$ cat config.mk
export PLATFORM = sky130hd
export DESIGN_NAME = instruction_fetch_flat
export DESIGN_NICKNAME = d
export VERILOG_FILES = /design/src/rtl/riscv_pkg.sv /design/src/rtl/instruction_fetch_if.sv /design/src/rtl/instruction_fetch_program_counter.sv /design/src/rtl/instruction_fetch.sv /design/src/flat_wrapper.sv
export SDC_FILE = /design/constraint.sdc
export NUM_CORES = 1
export LEC_CHECK = 0
export CAP_MARGIN = 25
export CORE_AREA = 10 10 163 165
export DETAILED_ROUTE_END_ITERATION = 10
export DIE_AREA = 0 0 173 175
export PLACE_DENSITY_LB_ADDON = 0.25
export SYNTH_ARGS = -nofsm -noshare
export SYNTH_HDL_FRONTEND = slang
export SYNTH_SLANG_ARGS = --single-unit
$ cat constraint.sdc
create_clock -name clock -period 13 [get_ports clock]
set_input_delay 3.25 -clock clock [delete_from_list [all_inputs] [get_ports clock]]
set_output_delay 3.25 -clock clock [all_outputs]
set_load 0.05 [all_outputs]
$ cat src/rtl/riscv_pkg.sv
// -----------------------------------------------------------------------------
// riscv_pkg
// Shared definitions for the fetch/decode slice of the core.
//   DEFAULT_XLEN  : default address / PC width
//   OP_*          : Controller opcode values (instr[6:0]) consumed by decode
//   INSTR_NOP     : addi x0,x0,0 -- the instruction register's idle value
//   fetch_state_t : fetch FSM states (REQ = memory request outstanding,
//                   HOLD = instruction presented to decode)
// -----------------------------------------------------------------------------
package riscv_pkg;

    localparam int DEFAULT_XLEN = 64;

    localparam logic [6:0] OP_RTYPE = 7'b0110011;
    localparam logic [6:0] OP_LD    = 7'b0000011;
    localparam logic [6:0] OP_SD    = 7'b0100011;
    localparam logic [6:0] OP_BEQ   = 7'b1100011;

    localparam logic [31:0] INSTR_NOP = 32'h0000_0013;

    typedef enum logic {
        REQ  = 1'b0,
        HOLD = 1'b1
    } fetch_state_t;

endpackage

$ cat src/rtl/instruction_fetch_if.sv
// -----------------------------------------------------------------------------
// instruction_fetch_if
// Bundles the two handshakes of the fetch stage:
//   instruction memory : imem_req, imem_addr (fetch -> mem),
//                        imem_ready, imem_rdata (mem -> fetch)
//   decode             : instr, instr_pc, instr_valid (fetch -> decode),
//                        decode_ready (decode -> fetch)
// master = fetch stage, slave = memory + decode side.
// -----------------------------------------------------------------------------
interface instruction_fetch_if
    import riscv_pkg::*;
#(
    parameter int XLEN = DEFAULT_XLEN
);

    logic            imem_req;
    logic [XLEN-1:0] imem_addr;
    logic            imem_ready;
    logic [31:0]     imem_rdata;

    logic [31:0]     instr;
    logic [XLEN-1:0] instr_pc;
    logic            instr_valid;
    logic            decode_ready;

    modport master (
        output imem_req,
        output imem_addr,
        input  imem_ready,
        input  imem_rdata,
        output instr,
        output instr_pc,
        output instr_valid,
        input  decode_ready
    );

    modport slave (
        input  imem_req,
        input  imem_addr,
        output imem_ready,
        output imem_rdata,
        input  instr,
        input  instr_pc,
        input  instr_valid,
        output decode_ready
    );

endinterface

$ cat src/rtl/instruction_fetch_program_counter.sv
// -----------------------------------------------------------------------------
// program_counter
// Holds the fetch PC.
//   clock, reset : clock, asynchronous active-high reset (pc <= RESET_PC)
//   load, target : redirect; target is forced to a 4-byte boundary
//   incr         : advance to the next sequential word (wraps mod 2^XLEN)
//   pc           : current PC
// load has priority over incr; with neither asserted the PC holds.
// RESET_PC is expected to be 4-byte aligned.
// -----------------------------------------------------------------------------
module program_counter
    import riscv_pkg::*;
#(
    parameter int              XLEN     = DEFAULT_XLEN,
    parameter logic [XLEN-1:0] RESET_PC = '0
) (
    input  logic            clock,
    input  logic            reset,
    input  logic            load,
    input  logic            incr,
    input  logic [XLEN-1:0] target,
    output logic [XLEN-1:0] pc
);

    localparam logic [XLEN-1:0] ALIGN_MASK = {{(XLEN-2){1'b1}}, 2'b00};

    logic [XLEN-1:0] pc_q;
    logic [XLEN-1:0] pc_d;

    always_comb begin
        pc_d = pc_q;
        if (load) begin
            pc_d = target & ALIGN_MASK;
        end else if (incr) begin
            // Natural XLEN-bit overflow gives the required wrap to 0.
            pc_d = pc_q + {{(XLEN-3){1'b0}}, 3'd4};
        end
    end

    always_ff @(posedge clock or posedge reset) begin
        if (reset) begin
            pc_q <= RESET_PC;
        end else begin
            pc_q <= pc_d;
        end
    end

    assign pc = pc_q;

endmodule

$ cat src/rtl/instruction_fetch.sv
// -----------------------------------------------------------------------------
// instruction_fetch
// Fetch stage feeding the decode Controller.
//   clock, reset   : clock, asynchronous active-high reset
//   bus (master)   : imem request/response and decode valid/ready handshake
//   branch_taken   : single-cycle redirect pulse (Controller branch & ALU zero)
//   branch_target  : redirect address (low two bits dropped)
//   misaligned     : sticky flag, a redirect target was not word aligned
//   fetch_count    : instructions accepted by decode (wraps mod 2^32)
// Two-state FSM: REQ requests imem_addr=pc until imem_ready, HOLD presents
// the captured word until decode_ready. A redirect overrides both and drops
// whatever instruction is in flight or held.
// -----------------------------------------------------------------------------
module instruction_fetch
    import riscv_pkg::*;
#(
    parameter int              XLEN     = DEFAULT_XLEN,
    parameter logic [XLEN-1:0] RESET_PC = '0
) (
    input  logic                clock,
    input  logic                reset,
    instruction_fetch_if.master bus,
    input  logic                branch_taken,
    input  logic [XLEN-1:0]     branch_target,
    output logic                misaligned,
    output logic [31:0]         fetch_count
);

    fetch_state_t    state_q, state_d;
    logic [31:0]     instr_q, instr_d;
    logic [XLEN-1:0] instr_pc_q, instr_pc_d;
    logic            instr_valid_q, instr_valid_d;
    logic            misaligned_q, misaligned_d;
    logic [31:0]     fetch_count_q, fetch_count_d;

    logic [XLEN-1:0] pc;
    logic            fetch_accept;
    logic            decode_handshake;

    // A response arriving together with a redirect belongs to the old path
    // and is dropped. A decode handshake is still counted under a redirect,
    // since decode really did consume that instruction.
    assign fetch_accept     = (state_q == REQ)  && bus.imem_ready && !branch_taken;
    assign decode_handshake = (state_q == HOLD) && bus.decode_ready;

    program_counter #(
        .XLEN     (XLEN),
        .RESET_PC (RESET_PC)
    ) u_pc (
        .clock  (clock),
        .reset  (reset),
        .load   (branch_taken),
        .incr   (fetch_accept),
        .target (branch_target),
        .pc     (pc)
    );

    // State register (plus datapath registers sharing the same reset).
    always_ff @(posedge clock or posedge reset) begin
        if (reset) begin
            state_q       <= REQ;
            instr_q       <= INSTR_NOP;
            instr_pc_q    <= '0;
            instr_valid_q <= 1'b0;
            misaligned_q  <= 1'b0;
            fetch_count_q <= '0;
        end else begin
            state_q       <= state_d;
            instr_q       <= instr_d;
            instr_pc_q    <= instr_pc_d;
            instr_valid_q <= instr_valid_d;
            misaligned_q  <= misaligned_d;
            fetch_count_q <= fetch_count_d;
        end
    end

    // Next-state logic.
    always_comb begin
        state_d = state_q;
        if (branch_taken) begin
            state_d = REQ;
        end else begin
            case (state_q)
                REQ:     if (bus.imem_ready)   state_d = HOLD;
                HOLD:    if (bus.decode_ready) state_d = REQ;
                default: state_d = REQ;
            endcase
        end
    end

    // Datapath next values.
    always_comb begin
        instr_d       = instr_q;
        instr_pc_d    = instr_pc_q;
        instr_valid_d = instr_valid_q;
        if (fetch_accept) begin
            instr_d       = bus.imem_rdata;
            instr_pc_d    = pc;
            instr_valid_d = 1'b1;
        end else if (branch_taken || decode_handshake) begin
            // instr/instr_pc keep their last value; only valid drops.
            instr_valid_d = 1'b0;
        end
        fetch_count_d = fetch_count_q + {31'd0, decode_handshake};
        misaligned_d  = misaligned_q | (branch_taken & (|branch_target[1:0]));
    end

    // Outputs: imem_req depends on the state register only.
    always_comb begin
        bus.imem_req    = (state_q == REQ);
        bus.imem_addr   = pc;
        bus.instr       = instr_q;
        bus.instr_pc    = instr_pc_q;
        bus.instr_valid = instr_valid_q;
        misaligned      = misaligned_q;
        fetch_count     = fetch_count_q;
    end

endmodule

$ cat src/flat_wrapper.sv
// flat-port wrapper written by rule: the top's interface ports become plain ports
module instruction_fetch_flat import riscv_pkg::*;
#(
    parameter int              XLEN     = DEFAULT_XLEN,
    parameter logic [XLEN-1:0] RESET_PC = '0
)
  (clock, reset, branch_taken, branch_target, misaligned, fetch_count, bus_imem_req, bus_imem_addr, bus_imem_ready, bus_imem_rdata, bus_instr, bus_instr_pc, bus_instr_valid, bus_decode_ready);
  instruction_fetch_if #(.XLEN(XLEN)) bus_i ();
  input  logic clock;
  input  logic reset;
  input  logic branch_taken;
  input  logic [XLEN-1:0] branch_target;
  output logic misaligned;
  output logic [31:0] fetch_count;
  output wire logic [$bits(bus_i.imem_req)-1:0] bus_imem_req;
  output wire logic [$bits(bus_i.imem_addr)-1:0] bus_imem_addr;
  input wire logic [$bits(bus_i.imem_ready)-1:0] bus_imem_ready;
  input wire logic [$bits(bus_i.imem_rdata)-1:0] bus_imem_rdata;
  output wire logic [$bits(bus_i.instr)-1:0] bus_instr;
  output wire logic [$bits(bus_i.instr_pc)-1:0] bus_instr_pc;
  output wire logic [$bits(bus_i.instr_valid)-1:0] bus_instr_valid;
  input wire logic [$bits(bus_i.decode_ready)-1:0] bus_decode_ready;
  assign bus_imem_req = bus_i.imem_req;
  assign bus_imem_addr = bus_i.imem_addr;
  assign bus_i.imem_ready = bus_imem_ready;
  assign bus_i.imem_rdata = bus_imem_rdata;
  assign bus_instr = bus_i.instr;
  assign bus_instr_pc = bus_i.instr_pc;
  assign bus_instr_valid = bus_i.instr_valid;
  assign bus_i.decode_ready = bus_decode_ready;
  instruction_fetch #(.XLEN(XLEN), .RESET_PC(RESET_PC)) u_core (.clock(clock), .reset(reset), .bus(bus_i), .branch_taken(branch_taken), .branch_target(branch_target), .misaligned(misaligned), .fetch_count(fetch_count));
endmodule
Word level (Yosys, flattened, before mapping)
Index checks and enable logic that the tools add are counted.
- register bits: 195
- bits of input ports: 101
- output and inout port bits: 195
- word-level logic and storage cells: 28
- $add $sub $neg: 2
- muxes and demuxes: 8
- bitwise operators: 3
- reduce and logical (&&, ||, !) cells: 8
- operators with widths (kind ; number):
    64-bit 2-to-1 mux ; 2
    64-bit by 3-bit adder with 64-bit output (second input constant) ; 1
    32-bit by 1-bit adder with 32-bit output ; 1
    1-bit 2-to-1 mux ; 5
    2-bit nonzero test ; 2
    1-bit logical AND ; 3
    1-bit case mux with 2 select lines ; 1
    2-bit OR reduction ; 1
    1-bit bitwise AND ; 1
    1-bit zero test ; 1
    1-bit logical OR ; 1
    1-bit NOT ; 1
    1-bit bitwise OR ; 1

Depth between registers and ports, before layout
- depth in word-level cells: 5
- gate-level depth with buffers: 8

Cells and area by module
From an unflattened synthesis, not the netlist that was laid out.
- cell total of the unflattened synthesis: 762
- area, all modules: 8896.0 um^2
- modules (own cells, without submodules) (module ; times used ; cells each ; area an instance (um^2)):
    instruction_fetch ; 1 ; 346 ; 5148.7
    program_counter ; 1 ; 416 ; 3747.3

Least setup slack after synthesis
Ideal clock, no wire load.
- path kind: input-to-reg
- start: input bus_imem_ready
- end: register u_core.u_pc.pc_q[50] (netlist: u_core.u_pc.pc[50])
- library setup time: 0.071 ns
- data arrival time: 4.831 ns
- data required time: 12.929 ns
- path slack: 8.098 ns
- cell stages on the path: 5
- cells stage by stage: nand3b_1 nor4_4 nand3_1 or4b_2 nand3_1
- cells in the longest elaborated chain, start to end: 3
- RTL lines (item ; RTL line ; source):
    from (decl) ; flat_wrapper.sv:17 ; input wire logic [$bits(bus_i.imem_ready)-1:0] bus_imem_ready;
    1-bit logical AND (2 in series) ; instruction_fetch.sv:43 ; assign fetch_accept = (state_q == REQ) && bus.imem_ready && !branch_taken;
    2-bit nonzero test (no line) ; n/a ;
    to (signal assigned) ; instruction_fetch_program_counter.sv:44 ; pc_q <= pc_d;
    to (decl) ; instruction_fetch_program_counter.sv:27 ; logic [XLEN-1:0] pc_q;
No other way between the ends.
A chain may end at the register's enable or synchronous reset.

Worst setup path after layout
- start: input bus_imem_ready
- end: register u_core.instr_pc_q[63] (netlist: u_core.bus.instr_pc[63])
- cells in the longest elaborated chain, start to end: 2
- RTL lines (item ; RTL line ; source):
    1-bit logical AND (2 in series) ; instruction_fetch.sv:43 ;
    to (signal assigned) ; instruction_fetch.sv:70 ; instr_pc_q <= instr_pc_d;
    to (decl) ; instruction_fetch.sv:31 ; logic [XLEN-1:0] instr_pc_q, instr_pc_d;
No other way between the ends.

==> results_dict.tcl <==
set metrics [dict create \
    status "completed" \
    ys_seq_elements 191 \
    end_kind "flip-flop" \
    ys_warn_count 0 \
    finalCriticalPeriod_ns 5.534 \
    synth_cell_type_count 45 \
    gp_congestion 0.7825 \
    die_area_sq_um 30280 \
    core_sq_um 23260 \
    path_buf_inv 3 \
    slowest_delay_ns 0.60 \
    met3_usage_pct 5.411 \
    yosysSeqAreaShare_pct 54.72 \
    cts_tree "built" \
    worstPathRequired_ns 13.32 \
    yosys.area_share.simple_pct 18.02 \
    grt.total_usage_pct 17.94 \
    totalNegativeSetupSlack_ns 0 \
    wl_mm 27.84 \
    clockPowerShare_pct 27.4 \
    syn2layout_area_growth_pct 44.15 \
    grt.overflow.total 0 \
    yosysTopAreaCell "dfrtp_1" \
    max_cap_violations 0 \
    whs_ns 0.4737 \
    fin_worst_skew_ns 0.01473 \
    cellPowerDensity_nw_per_um2 155.5 \
    p_int_mw 1.196 \
    wl_per_cell_microns 19.91 \
    synth_top_area_share_pct 53.81 \
    ctsHoldBuffers 0 \
    synth_top_family_by_area "simple AND/OR/NAND/NOR gates" \
    antenna_left 0 \
    cp_max_fo 56 \
    finalHoldViolCount 0 \
    syn-cell-area_sq_um 8742 \
    synth_edf_count 0 \
    rsz0062_at_grt "false" \
    synth.area.mux_share_pct 12.35 \
    synth_area_leaders "dfrtp_1 54%, mux2_2 12%, xnor2_1 3.6%" \
    cts_setup_buffers 0 \
    synthCells 780 \
    swShare_pct 38.95 \
    dieWidth_microns 173 \
    p_leak_nw 4.987 \
    dp_hpwl_mm 20.66 \
    power.switching_mw 0.7631 \
    core.rowCount 56 \
    synth_xor_xnor_area_share_pct 6.512 \
    drive_above_1_share_pct 13.74 \
    seqPwrFrac_pct 38.4 \
    max-clock-path-buffers 2 \
    insertion_delay_ns 0.44 \
    final-max-slew-violation-count 0 \
    drt-initial-drc-count 521 \
    crit_family "buffers and inverters" \
    min_period_over_period_pct 42.57 \
    port_buffers 291 \
    use_met1_pct 22.03 \
    pwr-share-comb_pct 34.1 \
    antenna_found_initial 2 \
    relSlewSlack_pct 33.66 \
    final-setup-viol-count 0 \
    top_usage_layer "met2" \
    die_y_microns 175 \
    via_per_inst 5.091 \
    grt_pass1_wl_mm 43.09 \
    ys.flop_type "dfrtp_1" \
    async_flop_share_pct 100.0 \
    clkSinkCount 191 \
    cp_slowest_cell "buf_4" \
    via_count 7117 \
    path_cells "clkdlybuf4s50_1 -> nand2b_1 -> nor2_4 -> buf_16 -> buf_4 -> mux2_2" \
    cts.clk_slew.worst_paths_ns 0.08 \
    drc_errors 0 \
    grt_pass1_vias 7069 \
    met2_usage_pct 30.17 \
    grt_max_degree 128 \
    final_net_count 1168 \
    ir_drop_mv 0.07697 \
    ios 296 \
    cts_max_level 4 \
    synth_compound_area_share_pct 5.653 \
    synth_fa_ha_area_share_pct 0.4294 \
    firstDrtPassIters 4 \
    max_freq_mhz 180.7 \
    arrival_ns 5.85 \
    syn_avg_cell_area_sq_um 11.21 \
    start_kind "input pin" \
    cts_inserted_buffers 17 \
    critPathKind "in2reg" \
    cts_root_buf "clkbuf_16" \
    post_cts_resized 0 \
    worst_pin_slew_ns 0.9860 \
    hp-class "reg2reg" \
    start_util_pct 37.58 \
]
-- area by class of cell --
type,count,area (sq um)
repair buffers,297,2973
clock inverters,15,177.7
fillers,2112,10660
multi-input cells,543,3779
diodes,2,5.005
well taps,319,399.1
clock buffers,17,425.4
flip-flops and latches,191,4783
inverters,14,60.06
-- power groups by stage --
| stage | combinational, mW | clock [mW] | sequential [mW] |
|---|---|---|---|
| 3_3_place_gp | 0.670 | 0 | 0.762 |
| 4_1_cts | 0.677 | 0.550 | 0.754 |
| 3_5_place_dp | 0.675 | 0 | 0.765 |
| 2_1_floorplan | 0.119 | 0 | 1.06 |
| 5_1_grt | 0.696 | 0.577 | 0.767 |
| 6_report | 0.669 | 0.538 | 0.753 |
-- routing by layer --
metal	part of all wire, %	vias up	routed length (microns)
met1	42	3525	11740
met2	50	197	13990
met4	0.93	0	260
met3	6.7	16	1857
met5	0	-	0
li1	-	3379	-
-- cell families (layout without fill, tap and decap cells) --
| kind of cell | Yosys count | in the layout |
|---|---|---|
| flip-flops | 191 | 191 |
| other | 1 | 6 |
| adder cells (fa/ha/maj) | 3 | 3 |
| XOR/XNOR | 65 | 65 |
| AND/OR/NAND/NOR | 292 | 292 |
| multiplexers | 96 | 96 |
| AO/OA/AOI/OAI | 83 | 83 |
| buffers and inverters | 49 | 343 |
-- state kept, by name (all words and copies together), names as in the netlist --
register,count
u_core.state_q,1
u_core.bus.instr_pc,62
u_core.bus.instr,32
u_core.u_pc.pc,62
u_core.fetch_count,32
u_core.bus.instr_valid,1
u_core.misaligned,1
-- cells in the final DEF (no fill, tap or decap), drive strengths merged, types with 17 or more instances in the layout --
cell type and count:
mux2 95, nand4 35, o21ai 43, clkdlybuf4s50 290, nand3 46, nor2 37, inv 19, nand2 83
clkbuf 17, or4 17, xor2 29, xnor2 36, dfrtp 188
-- synth_stat cells, types with 2 or more instances --
cell type / instances
o31ai_1: 10
nand3_1: 46
nand2b_1: 3
nor2_1: 37
and4_1: 14
or4_4: 3
xnor2_1: 36
buf_1: 2
buf_4: 4
or4_1: 14
dfrtp_1: 188
xor2_1: 29
a31oi_1: 15
or4b_2: 2
nand2_1: 83
and3_1: 16
clkbuf_1: 29
nor4_1: 8
nor3_1: 8
mux2_2: 95
o211ai_1: 5
a21oi_1: 4
o21ai_0: 43
and2_1: 7
or3_1: 7
ha_1: 3
nand4_1: 34
inv_1: 14
o311ai_0: 3
dfstp_2: 3
-- worst paths after layout --
check                                            startpoint                             endpoint  slack (ns)  cells after the start
max                                          bus_imem_ready  u_core.bus.instr_pc[63]$_DFFE_PP0P_        7.47                      6
min                        u_core.fetch_count[31]$_DFF_PP0_     u_core.fetch_count[31]$_DFF_PP0_        0.47                      1
max reg2reg                   u_core.u_pc.pc[2]$_DFFE_PP0N_       u_core.u_pc.pc[50]$_DFFE_PP0N_       10.05                      6
min reg2reg                u_core.fetch_count[31]$_DFF_PP0_     u_core.fetch_count[31]$_DFF_PP0_        0.47                      1
max in group asynchronous                             reset     u_core.bus.instr[16]$_DFFE_PP0P_        8.10                      3
min in group asynchronous                             reset      u_core.bus.instr[2]$_DFFE_PP0P_        3.36                      2
-- metrics by stage --
step           utilization (%)  total power [mW]  cells  setup WS (ns)  area [sq um]
2_1_floorplan                -             1.178    783          4.556          8753
3_3_place_gp             51.42             1.432   1362          6.727         11960
3_5_place_dp             51.54             1.440   1363          6.962         11990
4_1_cts                  54.13             1.980   1395          7.436         12590
5_1_grt                  54.16             2.041   1397          7.297         12600
6_report                 54.17             1.959   1398          7.466         12600
Power figures use the tool's default switching activity.
==> variant: new RTL, config.mk and constraints unchanged <==
Reset style: synchronous (`reset`), changed in 2 clocked blocks. Comments in the files are not updated.
--- a/src/rtl/instruction_fetch_program_counter.sv
+++ b/src/rtl/instruction_fetch_program_counter.sv
@@ -37,7 +37,7 @@
         end
     end
 
-    always_ff @(posedge clock or posedge reset) begin
+    always_ff @(posedge clock) begin
         if (reset) begin
             pc_q <= RESET_PC;
         end else begin
--- a/src/rtl/instruction_fetch.sv
+++ b/src/rtl/instruction_fetch.sv
@@ -56,7 +56,7 @@
     );
 
     // State register (plus datapath registers sharing the same reset).
-    always_ff @(posedge clock or posedge reset) begin
+    always_ff @(posedge clock) begin
         if (reset) begin
             state_q       <= REQ;
             instr_q       <= INSTR_NOP;
Formal check against the unedited RTL: differs if reset is asserted again (counterexample within 4 cycles, from zero or initial values and one cycle with reset high); with reset held inactive, the same outputs for 10 cycles.
==> variant against the unedited design <==
  * Worst setup slack improved by 54 ps
  * Count of clock-buffer cells in the layout is 2 higher
  * Sequential cell count is the same
  * Critical path depth increased by 1
  * Cell area decreased by 1.9%
  * Synthesized area is 0.17% lower
  * Wire length rose by 9.4%
  * Critical path type unchanged
  * Critical endpoint is now u_core.u_pc.pc[48]
  * Highest routed layer unchanged
Power is not compared: it rests on default switching activity, and its combinational part moved more than twofold at a synthesized area within 25%.
==> variant: results (changes against the unedited design) <==
Finish
  – Inverters excl. clock: 9 (-5)
  – Clk_buf instances: 19 (+2)
  – Clk cell area share: 4.615% (-0.17 points)
  – Fraction of standard cell area in multi-input logic: 36.70% (+6.7 points)
  – Final Util: 53.15% (-1.0 points)
  – Final Non-Filler Cells: 1,672 (+20%)
  – Layout cells sized above 1: 4.737% (-9.0 points)
  – Nets: 1,442 (+23%)
  – #MultiIn Comb: 822 (+51%)
  – NonClk Buf Share: 24.22% (+0.63 points)
  – Fillers: 2,290 (+8.4%)
  – Register area: 3824 sq um (-20%)

Hold path
  – Worst hold start: u_core.bus.instr_pc[29]

Routing
  – TritonRoute pass-1 iters: 5 (+1)
  – Iter 0 DRT Violations: 663 (+27%)
  – Met2 Wirelength: 14,550 microns (+4.0%)
  – Vias post-DR: 8,690 (+22%)
  – Met3 WL: 2186 microns (+18%)
  – Met1 wire length: 13,400 microns (+14%)
  – DR WL/cell: 18.21 microns (-8.6%)

Global route
  – All-Layer GR Usage: 19.38% (+1.4 points)
  – Largest net degree at the start of global routing: 102 (-20%)
  – Met2 Use GR: 31.86% (+1.7 points)
  – First-pass GRT wire length: 47,900 microns (+11%)
  – Vias in the first global route: 8,282 (+17%)
  – GRT met3 Usage: 5.906% (+0.50 points)
  – Met1 GRT Util: 24.26% (+2.2 points)

Critical path
  – Critical Path Fanout Max: 17 (-70%)
  – Slowest stage delay, CP: 660 ps (+60 ps)
  – Worst r2r src: u_core.u_pc.pc[12]
  – Crit path DAT: 5820 ps (-30 ps)
  – Worst path slowest cell: or4_1
  – CP delay by family, top: simple AND/OR/NAND/NOR gates

Power
  – Total power: between 1 and 1.5 mW
  – Combinational share of power: approximately 17%

Yosys
  – Adder-cell share of the synthesized area: 0.4301% (+0.00074 points)
  – Post-Syn Instances: 1,089 (+40%)
  – Top cells by count, synth: nand2_1, dfxtp_1, a21oi_1
  – Mux share of post-synthesis cell area: 1.161% (-11 points)
  – Compound-gate portion of the synthesized area: 13.16% (+7.5 points)
  – Post-Synth XOR/XNOR Area: 5.720% (-0.79 points)
  – Register area share after synthesis: 43.81% (-11 points)
  – Async set-or-reset flop fraction in the synthesized netlist: 0% (-100 points)
  – Synth cell types: 57 (+27%)
  – Area contributors post-synth: dfxtp_1, nand2_1, a21oi_1

STA
  – Clk_skew: 15.65 ps (+0.9198 ps)
  – Rel. slew slack: 32.37% (-1.3 points)

Run status
  – Status: complete, no violations

Place
  – Placed Area: 11,760 sq um (-1.9%)
  – Gpl congestion: 0.8089 (+3.4%)
  – HPWL after DPL: 21,900 microns (+6.0%)
  – Dpl cells: 1,637 (+20%)

Clock tree
  – Clock Tree Buf Depth: 2 (unchanged)

Die
  – Number of cell rows: 56 (unchanged)
==> variant: cell types whose count changed after synthesis, sizes merged, moves of 27 or more <==
cell / change
a21oi: +109
nor2: +51
clkbuf: +27
dfxtp: +191
a211oi: +27
dfrtp: -188
nand2: +162
mux2: -94
==> variant: cell families after synthesis <==
logic type	count (synthesis)
multiplexers	10
AND/OR/NAND/NOR	555
adder cells (fa/ha/maj)	3
flip-flops	191
other	1
AO/OA/AOI/OAI	193
buffers and inverters	79
XOR/XNOR	57
==> variant: path summary, 6_finish.rpt <==
path | depth (start not counted) | slack [ps] | to
hold / removal | 2 | 450 | u_core.bus.instr_pc[29]
setup reg to reg | 5 | 10160 | u_core.u_pc.pc[48]
hold reg to reg | 2 | 450 | u_core.bus.instr_pc[29]
setup / recovery | 7 | 7520 | u_core.u_pc.pc[48]
==> variant: metrics by stage <==
step	worst slack, ps	hold WS [ps]
CTS	7546	455.5
finish	7520	454.2
detailed placement	7073	442.9
global placement	7053	434.1
global route	7308	470.1
floorplan	7912	620.4
